### src/rtl/multicycle_ctrl_if.sv
// Memory handshake and datapath status bundle between the multi-cycle sequencer and its datapath.
interface multicycle_ctrl_if;
  logic [3:0] opCode;
  logic       zero;
  logic       mem_ready;
  logic       MemRead;
  logic       MemWrite;
  logic       IorD;

  modport master (
    input  opCode, zero, mem_ready,
    output MemRead, MemWrite, IorD
  );

  modport slave (
    output opCode, zero, mem_ready,
    input  MemRead, MemWrite, IorD
  );
endinterface

### src/rtl/multicycle_ctrl.sv
// Multi-cycle FETCH/DECODE/EXEC/MEM/WB sequencer with memory-ready stalls and a sticky FAULT trap.
// Optional performance counters (cyc_cnt/ret_cnt) are built only when CTRL_PERF_EN is defined.
module multicycle_ctrl #(
  parameter int TMO_W = 4
`ifdef CTRL_PERF_EN
  , parameter int PERF_W = 16
`endif
) (
  input  logic                 clk,
  input  logic                 rst_n,
  multicycle_ctrl_if.master    bus,
  output logic                 PCWrite,
  output logic                 PCWriteCond,
  output logic                 IRWrite,
  output logic                 MemToReg,
  output logic                 RegDst,
  output logic                 RegWrite,
  output logic                 ExtOp,
  output logic                 AluSrcA,
  output logic [1:0]           AluSrcB,
  output logic [2:0]           AluOp,
  output logic [1:0]           PCSource,
  output logic                 fault,
  output logic [3:0]           state_o
`ifdef CTRL_PERF_EN
  ,
  output logic [PERF_W-1:0]    cyc_cnt,
  output logic [PERF_W-1:0]    ret_cnt
`endif
);

  typedef enum logic [3:0] {
    S_FETCH  = 4'd0,
    S_DECODE = 4'd1,
    S_MADDR  = 4'd2,
    S_MRD    = 4'd3,
    S_MWB    = 4'd4,
    S_MWR    = 4'd5,
    S_REXE   = 4'd6,
    S_RWB    = 4'd7,
    S_BEQ    = 4'd8,
    S_JMP    = 4'd9,
    S_FAULT  = 4'd15
  } state_t;

  typedef struct packed {
    logic       pc_write;
    logic       pc_write_cond;
    logic       ior_d;
    logic       mem_read;
    logic       mem_write;
    logic       mem_to_reg;
    logic       reg_dst;
    logic       reg_write;
    logic       ext_op;
    logic       alu_src_a;
    logic [1:0] alu_src_b;
    logic [2:0] alu_op;
    logic [1:0] pc_source;
    logic       fault;
  } ctrl_t;

  localparam logic [TMO_W-1:0] CNT_MAX = '1;
  localparam logic [TMO_W-1:0] CNT_ONE = 1;

  state_t           state;
  state_t           nxt;
  logic             sw;
  logic             sw_nxt;
  logic [TMO_W-1:0] cnt;
  logic             wait_full;
  logic             mem_state;
  logic             fetch_ack;
  ctrl_t            ctrl_q;

  // Strobe pattern for each state; MADDR needs the lw/sw flag to pick the ALU op.
  function automatic ctrl_t decode_ctrl(input state_t s, input logic is_sw);
    ctrl_t c;
    c = '0;
    case (s)
      S_FETCH: begin
        c.mem_read  = 1'b1;
        c.alu_src_b = 2'b01;
        c.alu_op    = 3'b001;
      end
      S_DECODE: begin
        c.alu_src_b = 2'b10;
        c.ext_op    = 1'b1;
        c.alu_op    = 3'b001;
      end
      S_MADDR: begin
        c.alu_src_a = 1'b1;
        c.alu_src_b = 2'b10;
        c.ext_op    = 1'b1;
        c.alu_op    = is_sw ? 3'b010 : 3'b001;
      end
      S_MRD: begin
        c.mem_read = 1'b1;
        c.ior_d    = 1'b1;
      end
      S_MWB: begin
        c.reg_write  = 1'b1;
        c.mem_to_reg = 1'b1;
      end
      S_MWR: begin
        c.mem_write = 1'b1;
        c.ior_d     = 1'b1;
      end
      S_REXE: begin
        c.alu_src_a = 1'b1;
        c.alu_op    = 3'b000;
      end
      S_RWB: begin
        c.reg_write = 1'b1;
        c.reg_dst   = 1'b1;
      end
      S_BEQ: begin
        c.alu_src_a     = 1'b1;
        c.alu_op        = 3'b011;
        c.pc_write_cond = 1'b1;
        c.pc_source     = 2'b01;
      end
      S_JMP: begin
        c.pc_write  = 1'b1;
        c.pc_source = 2'b10;
        c.alu_op    = 3'b100;
      end
      S_FAULT: c.fault = 1'b1;
      default: c = '0;
    endcase
    return c;
  endfunction

  assign wait_full = (cnt == CNT_MAX);
  assign mem_state = (state == S_FETCH) || (state == S_MRD) || (state == S_MWR);

  // A memory state exits on ready; ready in the last permitted wait cycle still beats the timeout.
  always_comb begin
    nxt    = state;
    sw_nxt = sw;
    case (state)
      S_FETCH:  nxt = bus.mem_ready ? S_DECODE : (wait_full ? S_FAULT : S_FETCH);
      S_DECODE: begin
        sw_nxt = (bus.opCode == 4'b0010);
        case (bus.opCode)
          4'b0000:          nxt = S_REXE;
          4'b0001, 4'b0010: nxt = S_MADDR;
          4'b0011:          nxt = S_BEQ;
          4'b0100:          nxt = S_JMP;
          default:          nxt = S_FAULT;
        endcase
      end
      S_REXE:   nxt = S_RWB;
      S_RWB:    nxt = S_FETCH;
      S_MADDR:  nxt = sw ? S_MWR : S_MRD;
      S_MRD:    nxt = bus.mem_ready ? S_MWB : (wait_full ? S_FAULT : S_MRD);
      S_MWB:    nxt = S_FETCH;
      S_MWR:    nxt = bus.mem_ready ? S_FETCH : (wait_full ? S_FAULT : S_MWR);
      S_BEQ:    nxt = S_FETCH;
      S_JMP:    nxt = S_FETCH;
      S_FAULT:  nxt = S_FAULT;
      default:  nxt = S_FAULT;
    endcase
  end

  // Strobes are registered alongside the state they belong to, so they never glitch on inputs.
  always_ff @(posedge clk or negedge rst_n) begin
    if (!rst_n) begin
      state  <= S_FETCH;
      sw     <= 1'b0;
      cnt    <= '0;
      ctrl_q <= decode_ctrl(S_FETCH, 1'b0);
    end else begin
      state  <= nxt;
      sw     <= sw_nxt;
      cnt    <= (mem_state && (nxt == state)) ? cnt + CNT_ONE : '0;
      ctrl_q <= decode_ctrl(nxt, sw_nxt);
    end
  end

  // The fetched word is only valid in the cycle memory signals ready, so IR/PC capture follows it directly.
  assign fetch_ack    = (state == S_FETCH) && bus.mem_ready;

  assign PCWrite      = ctrl_q.pc_write | fetch_ack;
  assign PCWriteCond  = ctrl_q.pc_write_cond;
  assign IRWrite      = fetch_ack;
  assign bus.IorD     = ctrl_q.ior_d;
  assign bus.MemRead  = ctrl_q.mem_read;
  assign bus.MemWrite = ctrl_q.mem_write;
  assign MemToReg     = ctrl_q.mem_to_reg;
  assign RegDst       = ctrl_q.reg_dst;
  assign RegWrite     = ctrl_q.reg_write;
  assign ExtOp        = ctrl_q.ext_op;
  assign AluSrcA      = ctrl_q.alu_src_a;
  assign AluSrcB      = ctrl_q.alu_src_b;
  assign AluOp        = ctrl_q.alu_op;
  assign PCSource     = ctrl_q.pc_source;
  assign fault        = ctrl_q.fault;
  assign state_o      = state;

`ifdef CTRL_PERF_EN
  localparam logic [PERF_W-1:0] PERF_ONE = 1;

  logic retire;

  // An instruction retires in its last state; a store only once memory accepts it.
  assign retire = (state == S_RWB) || (state == S_MWB) || (state == S_BEQ) ||
                  (state == S_JMP) || ((state == S_MWR) && bus.mem_ready);

  always_ff @(posedge clk or negedge rst_n) begin
    if (!rst_n) begin
      cyc_cnt <= '0;
      ret_cnt <= '0;
    end else begin
      if (state != S_FAULT) cyc_cnt <= cyc_cnt + PERF_ONE;
      if (retire)           ret_cnt <= ret_cnt + PERF_ONE;
    end
  end
`endif

endmodule

### src/flat_wrapper.sv
// flat-port wrapper written by rule: the top's interface ports become plain ports
module multicycle_ctrl_flat 
#(
  parameter int TMO_W = 4

)
  (clk, rst_n, PCWrite, PCWriteCond, IRWrite, MemToReg, RegDst, RegWrite, ExtOp, AluSrcA, AluSrcB, AluOp, PCSource, fault, state_o, bus_opCode, bus_zero, bus_mem_ready, bus_MemRead, bus_MemWrite, bus_IorD);
  multicycle_ctrl_if bus_i ();
  input  logic clk;
  input  logic rst_n;
  output logic PCWrite;
  output logic PCWriteCond;
  output logic IRWrite;
  output logic MemToReg;
  output logic RegDst;
  output logic RegWrite;
  output logic ExtOp;
  output logic AluSrcA;
  output logic [1:0] AluSrcB;
  output logic [2:0] AluOp;
  output logic [1:0] PCSource;
  output logic fault;
  output logic [3:0] state_o;
  input wire logic [$bits(bus_i.opCode)-1:0] bus_opCode;
  input wire logic [$bits(bus_i.zero)-1:0] bus_zero;
  input wire logic [$bits(bus_i.mem_ready)-1:0] bus_mem_ready;
  output wire logic [$bits(bus_i.MemRead)-1:0] bus_MemRead;
  output wire logic [$bits(bus_i.MemWrite)-1:0] bus_MemWrite;
  output wire logic [$bits(bus_i.IorD)-1:0] bus_IorD;
  assign bus_i.opCode = bus_opCode;
  assign bus_i.zero = bus_zero;
  assign bus_i.mem_ready = bus_mem_ready;
  assign bus_MemRead = bus_i.MemRead;
  assign bus_MemWrite = bus_i.MemWrite;
  assign bus_IorD = bus_i.IorD;
  multicycle_ctrl #(.TMO_W(TMO_W)) u_core (.clk(clk), .rst_n(rst_n), .bus(bus_i), .PCWrite(PCWrite), .PCWriteCond(PCWriteCond), .IRWrite(IRWrite), .MemToReg(MemToReg), .RegDst(RegDst), .RegWrite(RegWrite), .ExtOp(ExtOp), .AluSrcA(AluSrcA), .AluSrcB(AluSrcB), .AluOp(AluOp), .PCSource(PCSource), .fault(fault), .state_o(state_o));
endmodule
### config.mk
export PLATFORM = sky130hd
export DESIGN_NAME = multicycle_ctrl_flat
export DESIGN_NICKNAME = d
export VERILOG_FILES = /design/src/rtl/multicycle_ctrl_if.sv /design/src/rtl/multicycle_ctrl.sv /design/src/flat_wrapper.sv
export SDC_FILE = /design/constraint.sdc
export NUM_CORES = 1
export LEC_CHECK = 0
export BUFFER_PORTS_ARGS = -buffer_cell sky130_fd_sc_hd__buf_2
export CAP_MARGIN = 20
export CELL_PAD_IN_SITES_DETAIL_PLACEMENT = 1
export CELL_PAD_IN_SITES_GLOBAL_PLACEMENT = 2
export CORE_MARGIN = 3
export CORE_UTILIZATION = 31
export DETAILED_ROUTE_END_ITERATION = 10
export PLACE_DENSITY_LB_ADDON = 0.2
export SYNTH_ARGS = -nofsm -noshare
export SYNTH_HDL_FRONTEND = slang
export SYNTH_SLANG_ARGS = --single-unit
### constraint.sdc
create_clock -name clk -period 2.5 [get_ports clk]
set_input_delay 0.5 -clock clk [delete_from_list [all_inputs] [get_ports clk]]
set_output_delay 0.5 -clock clk [all_outputs]
set_load 0.01 [all_outputs]
======== Word-level counts from Yosys, hierarchy flattened ========
Cells that the tools add are included.
cells by class
  add/subtract/negate cells ............... 1
  bitwise gates (word level) .............. 1
  muxes and demuxes ....................... 26
  eq/ne operators ......................... 25
  reductions and logical operators ........ 15
operators with widths
  operator                                                               count
  4-bit by 3-bit equality test with 1-bit output, second input constant  9
  4-bit two-way mux                                                      7
  4-bit one-hot mux with 7 select lines                                  1
  4-bit by 2-bit equality test with 1-bit output, second input constant  6
  4-bit equality test, second input constant                             6
  4-bit one-hot mux with 4 select lines                                  1
  4-bit by 1-bit equality test with 1-bit output, second input constant  3
  4-bit logical NOT                                                      3
  1-bit two-way mux                                                      12
  3-bit one-hot mux with 4 select lines                                  1
  2-bit OR reduction                                                     6
  2-bit one-hot mux with 2 select lines                                  2
  4-bit by 1-bit adder with 4-bit output, second input constant          1
  4-bit equality test                                                    1
  4-bit OR reduction                                                     1
  3-bit two-way mux                                                      1
  3-bit OR reduction                                                     1
  1-bit logical AND                                                      2
  1-bit logical OR                                                       2
  2-bit two-way mux                                                      1
  1-bit bitwise OR                                                       1
word-level totals
  flip-flop bits (word level) ............. 27
  bits of input ports ..................... 8
  logic and storage cells ................. 85

======== Depth between registers and ports, before layout ========
  depth after elaboration ................. 7
  depth in mapped cells ................... 9
  depth with buffers taken out ............ 7

======== Worst setup path after synthesis ========
OpenSTA, ideal clock, no wires.
  kind .................................... register -> output
  start point ............................. register u_core.state[1] (netlist: u_core.state_o[1])
  end point ............................... output port PCWrite
  required time ........................... 2.000 ns
  path buffers ............................ 2
  stages on the path, launching flop included .. 9
  arrival ................................. 1.901 ns
  slack ................................... 0.099 ns
  cell sequence ........................... dfrtp_1 > or4b_1 > buf_2 > nand2b_1 > and3_1 > clkbuf_1 > inv_2 > nand3_1 > o21bai_1
between the ends
  longest elaborated chain between the ends .. 3
ends and longest elaborated chain
  element                 RTL line                text
  from (decl)             multicycle_ctrl.sv:66   state_t state;
  from (signal assigned)  multicycle_ctrl.sv:174  state <= nxt;
  4-bit logical NOT       multicycle_ctrl.sv:182  assign fetch_ack = (state == S_FETCH) && bus.mem_ready;
  1-bit logical AND       multicycle_ctrl.sv:182
  1-bit bitwise OR        multicycle_ctrl.sv:184  assign PCWrite = ctrl_q.pc_write | fetch_ack;
  to (decl)               flat_wrapper.sv:11      output logic PCWrite;
No other way between the ends.

======== Final worst setup path ========
  start point ............................. register u_core.state[2] (netlist: u_core.state_o[2])
  end point ............................... output port PCWrite
The elaborated chain is that of the path after synthesis.

==> flow_summary.ini <==
[clock_network]
ctsHoldBuffers = 0
cts.clk_slew.worst_paths_ns = 0.09
clk_latency_ns = 0.27
root_buffer = clkbuf_8
ctsLongestPathBuffers = 2
clkSinkCount = 25
htreeDepth = 1
tritoncts = yes
cts_inserted_buffers = 3

[grt]
grt_overflow_total = 0
grt_pass1_vias = 1126
grt_pass1_wl_um = 5644
grt_max_degree = 26
antenna_found_initial = 0
grt_use_total_pct = 14.46

[power_and_ir_drop]
cellLeakagePower_nw = 0.7813
vdd_drop_max_mv = 0.5483
power_mw = 1.925
cellPowerDensity_mw_per_mm2 = 1182

[sta]
relSlewSlack_pct = 63.59
setup_violations = 0
finalSetupTns_ns = 0
max_freq_mhz = 404.6
layout_min_cycle_time_ns = 2.472
report.final.slew_viol_count = 0
rsz0062_at_grt = true
fin_skew_ns = 0.002073
fin_crit_sh_pct = 98.87
finalHoldViolCount = 0
layout_setup_ws_ns = 0.02822
worst_pin_slew_ns = 0.5461

[cells_and_area]
fill_cells = 461
drive_gt1_share_pct = 45.45
seq_area_um2 = 629.4
multiInputGateArea_um2 = 574.3
area_growth_pct = 31.65
finalNetCount = 175
post-route-util_pct = 43.52
diodes = 0
fin_cells = 213

[setup_path]
path_buf_inv = 1
crit_path_end_kind = primary output
path_cells = or4b_4 -> a311o_1 -> and4_4 -> nand3_4 -> o21bai_1 -> buf_2
cp.required_ns = 2.00
path_delay_family = simple AND/OR/NAND/NOR gates
slowest_delay_ns = 0.55
critPathArrivalTime_ns = 1.97
critPathKind = flip-flop to primary output
worstPathMaxFanout = 3
reg2reg_from = u_core.state_o[2]
worst_path_max_delay_cell = or4b_4
startpoint = u_core.state_o[2]
start_kind = flip-flop

[logic_synthesis]
synth.avg_cell_area_um2 = 10.06
ys_ff_latch = 25
synth_area_mm2 = 0.001237
synth_area_leaders = dfrtp_1, dfstp_2, nor2_1
muxShareOfSynthArea_pct = 0
synth_fp_nets = 132
synth.distinct_cells = 51
synth_top_area_share_pct = 44.49
synth_top_family_by_area = simple AND/OR/NAND/NOR gates
synth_compound_area_share_pct = 17.09
synth_xor_area_share_pct = 1.416
async_flop_share_pct = 100.0
yosys-top-cells-count = dfrtp_1, nor2_1, clkbuf_1
ys_seq_area_share_pct = 50.86
synthMostInstantiatedCell = dfrtp_1
synth_simple_gate_area_share_pct = 22.95
post-synth-top-area-cell = dfrtp_1
synthCells = 123
synth-edff-count = 0
ys.flop_type = dfrtp_1
ys_warn_count = 0
synthAdderAreaFrac_pct = 1.011

[drt]
drtIter0Drc = 15
wl_um = 3351
drc_errors = 0
vias_per_cell = 5.141
final_antenna_net_count = 0
wl_per_cell_um = 15.73
drtPass1Iterations = 4
num_vias = 1095

[placement]
portBuffers = 29
gp_congestion = 0.8225
dp.final_hpwl_um = 2455
dp_slack_ns = 0.01117
dp.cells = 204

[die]
die_area_mm2 = 0.004786
die_w_um = 69.18
num_io_pins = 31
core_mm2 = 0.003744
rows = 22
initial_core_util_pct = 33.05
die_y_um = 69.18

[flow_run]
drv_cap = 0

[min_path]
hold_class = input pin to asynchronous set/reset pin

[run_status]
status = completed
final timing paths:
| check | endpoint | slack [ns] | cells after the start |
|---|---|---|---|
| min reg2reg | u_core.sw | 0.56 | 2 |
| min in group clk | u_core.sw | 0.56 | 2 |
| max reg2reg | u_core.bus.MemRead | 0.35 | 7 |
| max | PCWrite | 0.03 | 6 |
| max in group asynchronous | u_core.AluOp[0] | 1.92 | 1 |
| min | u_core.cnt[2] | 0.20 | 1 |
cells in the final DEF, fill, tap and decap left out, drive strengths merged, types with 2 or more instances in the layout:
master / count
nand2b: 4
buf: 48
a31oi: 2
o21ai: 6
clkinv: 2
clkbuf: 3
nand3: 5
nand2: 2
dfstp: 3
dfrtp: 22
and2: 2
and3: 2
or2: 3
inv: 6
nor2b: 3
a21oi: 5
nor3: 4
nor2: 14
or3: 2
cells by family after synthesis:
logic type / Yosys count
xor gates and xnor gates: 2
buffers and inverters: 17
and+or+nand+nor: 49
DFF: 25
AOI/OAI and AO/OA: 29
adders and majority gates: 1
what timing repair did:
| item | CTS | global route |
|---|---|---|
| setup endpoints to repair | 2 | 2 |
| pin swaps | 5 | 4 |
| buffers inserted | 1 | 4 |
| resized for setup | 6 | 5 |
flip-flops by register name (all words and copies together) (netlist names), 2 cells and up:
signal / flops
u_core.cnt: 4
u_core.state_o: 4
u_core.AluSrcB: 2
u_core.AluOp: 2
u_core.PCSource: 2
report_power, final:
group / leakage, nW / total (mW) / switching (mW) / internal (mW)
registers: 0.314 / 0.560 / 0.0415 / 0.519
clock network: 0.0255 / 0.241 / 0.129 / 0.112
logic: 0.442 / 1.12 / 0.619 / 0.505
through the flow:
step | instance area, um^2 | hold WS, ns
2_1_floorplan | 1237 | 0.2044
6_report | 1629 | 0.2028
5_1_grt | 1629 | 0.2327
3_5_place_dp | 1496 | 0.4591
4_1_cts | 1577 | 0.2218
3_3_place_gp | 1496 | 0.4539
layer usage:
metal	vias to the layer above	routed length, um	track usage, %
li1	514	-	-
met1	555	1466	18.04
met2	21	1723	24.68
met3	5	127	3.768
met4	0	32	3.905
met5	-	0	0
area by class of cell:
| type | count | share of cell area [%] |
|---|---|---|
| sequential | 25 | 38.63 |
| multi-input combinational | 81 | 35.25 |
| clock buffer | 3 | 2.535 |
| clock inverter | 1 | 0.3072 |
| inverter | 7 | 1.920 |
| timing repair buffer | 48 | 17.67 |
| tap | 48 | 3.687 |
Note: power is estimated with default switching activity, not from simulation.
